File: config.mk
export PLATFORM = sky130hd
export DESIGN_NAME = uart_alu_sequencer
export DESIGN_NICKNAME = d
export VERILOG_FILES = /design/src/rtl/uart_alu_sequencer.sv
export SDC_FILE = /design/constraint.sdc
export NUM_CORES = 1
export LEC_CHECK = 0
export ABC_AREA = 1
export CORE_AREA = 4 4 66 68
export CTS_BUF_LIST = sky130_fd_sc_hd__clkbuf_2 sky130_fd_sc_hd__clkbuf_4 sky130_fd_sc_hd__clkbuf_8
export DETAILED_ROUTE_END_ITERATION = 6
export DIE_AREA = 0 0 70 72
export PLACE_DENSITY = 0.79
export SYNTH_ARGS = -nofsm -noshare
export SYNTH_HDL_FRONTEND = slang
export SYNTH_SLANG_ARGS = --single-unit
File: constraint.sdc
create_clock -name clk -period 3.08 [get_ports clk]
set_clock_uncertainty 0.1 [all_clocks]
set_input_delay 0.616 -clock clk [delete_from_list [all_inputs] [get_ports clk]]
set_output_delay 0.616 -clock clk [all_outputs]
set_load 0.01 [all_outputs]
File: src/rtl/uart_alu_sequencer.sv
// uart_alu_sequencer: gathers operand A, operand B and opcode bytes from the
// UART receiver, presents them to the ALU, waits ALU_LAT cycles, captures the
// result and hands it to the UART transmitter with a start/done handshake.
// Only one frame is in flight at a time.
// Optional feature macro: RX_TIMEOUT_EN (inter-byte timeout in WAIT_B/WAIT_OP).
module uart_alu_sequencer #(
   parameter int DATA_W         = 8,
   parameter int ALU_LAT        = 1,
   parameter int TIMEOUT_CYCLES = 1000000
) (
   input  logic              clk,
   input  logic              reset,
   input  logic [DATA_W-1:0] i_rx_data,
   input  logic              i_rx_done,
   input  logic [DATA_W-1:0] i_alu_result,
   input  logic              i_tx_done,
   output logic [DATA_W-1:0] o_datoA,
   output logic [DATA_W-1:0] o_datoB,
   output logic [DATA_W-1:0] o_opcode,
   output logic [DATA_W-1:0] o_tx_data,
   output logic              o_tx_start,
   output logic              o_busy,
   output logic              o_drop,
   output logic              o_error
);

   typedef enum logic [2:0] {
      WAIT_A,
      WAIT_B,
      WAIT_OP,
      EXEC,
      SEND,
      WAIT_TX
   } state_t;

   // ALU_LAT is limited to 1..15, so four bits hold the settle count
   localparam int CNT_W = 4;

   state_t           state_q;
   state_t           state_d;
   logic [CNT_W-1:0] settle_q;
   logic             load_a;
   logic             load_b;
   logic             load_op;
   logic             capture;
   logic             drop_d;
   logic             drop_q;
   logic             timeout_hit;

   // State register; reset abandons any partial frame or pending transmission
   always_ff @(posedge clk or negedge reset) begin
      if (!reset) state_q <= WAIT_A;
      else        state_q <= state_d;
   end

   // Next-state and datapath strobes; bytes arriving while busy are dropped
   always_comb begin
      state_d = state_q;
      load_a  = 1'b0;
      load_b  = 1'b0;
      load_op = 1'b0;
      capture = 1'b0;
      drop_d  = 1'b0;
      unique case (state_q)
         WAIT_A: begin
            if (i_rx_done) begin
               load_a  = 1'b1;
               state_d = WAIT_B;
            end
         end
         WAIT_B: begin
            if (i_rx_done) begin
               load_b  = 1'b1;
               state_d = WAIT_OP;
            end else if (timeout_hit) begin
               state_d = WAIT_A;
            end
         end
         WAIT_OP: begin
            if (i_rx_done) begin
               load_op = 1'b1;
               state_d = EXEC;
            end else if (timeout_hit) begin
               state_d = WAIT_A;
            end
         end
         EXEC: begin
            drop_d = i_rx_done;
            if (settle_q == CNT_W'(1)) begin
               capture = 1'b1;
               state_d = SEND;
            end
         end
         SEND: begin
            drop_d  = i_rx_done;
            state_d = WAIT_TX;
         end
         WAIT_TX: begin
            if (i_tx_done) begin
               state_d = WAIT_A;
               if (i_rx_done) begin
                  load_a  = 1'b1;
                  state_d = WAIT_B;
               end
            end else begin
               drop_d = i_rx_done;
            end
         end
         default: state_d = WAIT_A;
      endcase
   end

   // Operand, opcode and result registers hold until the next frame rewrites them
   always_ff @(posedge clk or negedge reset) begin
      if (!reset) begin
         o_datoA   <= '0;
         o_datoB   <= '0;
         o_opcode  <= '0;
         o_tx_data <= '0;
      end else begin
         if (load_a)  o_datoA   <= i_rx_data;
         if (load_b)  o_datoB   <= i_rx_data;
         if (load_op) o_opcode  <= i_rx_data;
         if (capture) o_tx_data <= i_alu_result;
      end
   end

   // Settle counter: loaded with the ALU latency on the opcode byte, counts down in EXEC
   always_ff @(posedge clk or negedge reset) begin
      if (!reset)                 settle_q <= '0;
      else if (load_op)           settle_q <= CNT_W'(ALU_LAT);
      else if (state_q == EXEC)   settle_q <= settle_q - CNT_W'(1);
   end

   // Drop indication is registered so it appears the cycle after the discarded byte
   always_ff @(posedge clk or negedge reset) begin
      if (!reset) drop_q <= 1'b0;
      else        drop_q <= drop_d;
   end

`ifdef RX_TIMEOUT_EN
   localparam int TO_W = (TIMEOUT_CYCLES > 2) ? $clog2(TIMEOUT_CYCLES) : 1;

   logic [TO_W-1:0] to_cnt_q;
   logic            in_rx_wait;
   logic            error_q;

   assign in_rx_wait  = (state_q == WAIT_B) || (state_q == WAIT_OP);
   assign timeout_hit = in_rx_wait && (to_cnt_q == TO_W'(TIMEOUT_CYCLES - 1));

   // Inter-byte timer: runs only while waiting for B or opcode, restarts on every accepted byte
   always_ff @(posedge clk or negedge reset) begin
      if (!reset)                        to_cnt_q <= '0;
      else if (!in_rx_wait || i_rx_done) to_cnt_q <= '0;
      else                               to_cnt_q <= to_cnt_q + TO_W'(1);
   end

   // Error pulse on an abort; a byte landing on the timeout cycle takes priority
   always_ff @(posedge clk or negedge reset) begin
      if (!reset) error_q <= 1'b0;
      else        error_q <= timeout_hit && !i_rx_done;
   end

   assign o_error = error_q;
`else
   assign timeout_hit = 1'b0;
   assign o_error     = 1'b0;
`endif

   assign o_tx_start = (state_q == SEND);
   assign o_busy     = (state_q == EXEC) || (state_q == SEND) || (state_q == WAIT_TX);
   assign o_drop     = drop_q;

endmodule

==> results.ini <==
[synthesis]
synth_area_leaders = dfrtp_1, nand2_1, inv_1
ys.flop_type = dfrtp_1
synth.most_common_cell = nand2_1
synth_edf_count = 0
ys_seq_elements = 40
yosysSeqAreaShare = 0.545
synthXorXnorAreaFrac = 0
synth_compound_area_frac = 0.0873
synth_fa_ha_area_frac = 0.0136
yosys_warnings = 0
syn_area_um2 = 1840
synthCells = 202
synth.top_cell.area_share = 0.545
synthSimpleGateAreaFrac = 0.264
synth_top_area_cell = dfrtp_1
async_reset_ff_frac = 1.00
avgSynthCellArea_um2 = 9.09
syn_nets = 224
synthTopCellsByCount = nand2_1, dfrtp_1, inv_1, nand3_1, o21ai_0
synth_top_family_by_area = simple AND/OR/NAND/NOR gates
synth_mux_area_frac = 0
synth.distinct_cells = 23

[detailed_routing]
dr.pass1.iters = 4
routedWlPerCell_um = 12.5
drc = 0
finalWirelength_um = 3850
viasPerCell = 4.81
drt_iter0_drc = 108
ant_nets = 0
routed-via-count = 1477

[timing]
fin_crit_sh = 0.872
slew_violations = 0
fin_setup_tns_ns = 0
rsz0062_at_grt = false
clock.fmax_ghz = 0.372
hold_violations = 0
period_needed_ns = 2.69
worstMarginPinSlew_ns = 0.858
worst_slack_ns = 0.394
finalSetupViolations = 0
slew_headroom = 0.428

[pwr]
swShare = 0.377
power.leakage_nw = 1.22
power_frac_comb = 0.478
p_sw_mw = 0.941
clkPwrFrac = 0.146
p_int_mw = 1.56
power_frac_seq = 0.376
vdd_drop_max_v = 0.000464
power.density_nw_per_um2 = 1010

[run_status]
outcome = complete, no violations

[grt]
grt_use_total = 0.168
grt_pass1_wl_um = 6790
first_global_vias = 1583
antenna_found_initial = 0
overflow = 0
grt_max_degree = 41

[placement]
gp_congestion = 0.910
dp_cells = 299
io_buffers = 54
hpwl_um = 2910
place_ws_ns = 0.723

[worst_setup_path]
arrival_ns = 1.97
end_kind = primary output
crit_path_cell_trace = inv_2 -> nand3_1 -> nand2_1 -> inv_1 -> nand2_1 -> clkdlybuf4s50_1
cp_slowest_cell = clkdlybuf4s50_1
crit_type = flip-flop to primary output
critPathBufInv = 3
crit_path_frequent_cell = nand2_1
crit_fanout = 8
startpoint_type = flip-flop
cp.required_ns = 2.36
slowest_delay_ns = 0.53
path_delay_family = buffers and inverters

[layout]
drive_gt1_frac = 0.105
nNetsFinal = 278
ff_latch_area_um2 = 1000
syn_to_final_growth_pct = 34.8
stdcell_count = 307
multi_input_area_um2 = 673
antennaDiodeCount = 0
fill_cells = 340

[floorplanning]
rows = 23
coreArea_um2 = 3860
die_w_um = 70
io-pin-count = 56
initial_core_util = 0.476
dieArea_um2 = 5040
die_h_um = 72

[cts]
cts_resized = 0
clk_pin_slew_ns = 0.08
cts_buffers = 5
clockBufferDepth = 2
cts_tree = yes
post_cts_buffers = 0
root_buffer = clkbuf_8
hold_buffers = 0
htreeDepth = 2
worstSkewPairLatency_ns = 0.29
numClockSinks = 40

[hold_path]
hold_path.class = primary input to async pin

[run]
maxCapViolations = 0

sequential cells by signal (all words and copies together) (netlist names):
name / flops
o_datoA: 8
o_datoB: 8
o_drop: 1
o_opcode: 8
o_tx_data: 8
settle_q: 4
state_q: 3
power by group through the flow:
stage,clock network (mW),registers (mW),logic (mW)
floorplan,0,1.00,0.595
CTS,0.378,0.943,1.21
detailed placement,0,0.945,1.21
finish,0.365,0.941,1.19
global route,0.394,0.981,1.33
global placement,0,0.947,1.18
path summary, 6_finish.rpt:
kind,from,to,slack [ns],cells past startpoint
setup reg to reg,state_q[1],o_tx_data[0],1.54,5
setup / recovery,state_q[2],o_busy,0.39,6
hold reg to reg,o_tx_data[2],o_tx_data[2],0.38,2
min in group clk,o_tx_data[2],o_tx_data[2],0.38,2
hold / removal,reset,o_tx_data[3],0.34,1
max in group asynchronous,reset,o_datoA[0],2.00,1
worst reg2reg max path: cells and delay by family, from the launching register on:
family             cells  cell delay (ns)
DFF                    1             0.56
AOI/OAI and AO/OA      1             0.05
and+or+nand+nor        4             0.72
per-layer routing:
metal  part of all wire  track usage  wire [um]  vias up
li1                   -            -          -      737
met1               0.42        0.197       1600      690
met3              0.066       0.0485        252        8
met4              0.020       0.0830         78        0
met2               0.50        0.285       1910       42
met5                  0            0          0        -
placed cells by master, fill, tap and decap left out, drive strengths merged:
| master | Yosys | final |
|---|---|---|
| nand2 | 66 | 66 |
| clkdlybuf4s50 | 0 | 53 |
| dfrtp | 40 | 40 |
| inv | 26 | 26 |
| o21ai | 25 | 25 |
| nand3 | 19 | 19 |
| nor2 | 9 | 9 |
| clkbuf | 1 | 6 |
| nand4 | 5 | 5 |
| ha | 2 | 2 |
| clkinvlp | 0 | 2 |
| buf | 7 | 2 |
| a21oi | 1 | 1 |
| conb | 1 | 1 |
area by class of cell:
type | instances | share of cell area
clock buffers | 6 | 0.0334
clock inverters | 2 | 0.00607
inverters | 26 | 0.0394
multi-input cells | 128 | 0.272
flip-flops and latches | 40 | 0.404
well taps | 50 | 0.0253
repair buffers | 55 | 0.219
kinds of logic (layout without fill, tap and decap cells):
group           Yosys count  count (layout)
buf+inv                  34              89
other cells               1               1
compound gates           26              26
flops                    40              40
fa+ha+maj                 2               2
simple gates             99              99
per-stage QoR:
stage | utilization | cell area (um2) | hold WS (ns) | power, mW
after floorplan | - | 1840 | 0.220 | 1.60
after global placement | 0.616 | 2380 | 0.365 | 2.13
after detailed placement | 0.616 | 2380 | 0.368 | 2.16
after CTS | 0.642 | 2470 | 0.359 | 2.53
after global routing | 0.642 | 2470 | 0.408 | 2.71
final | 0.642 | 2470 | 0.337 | 2.50
No activity file was read; power rests on OpenSTA's default activity.
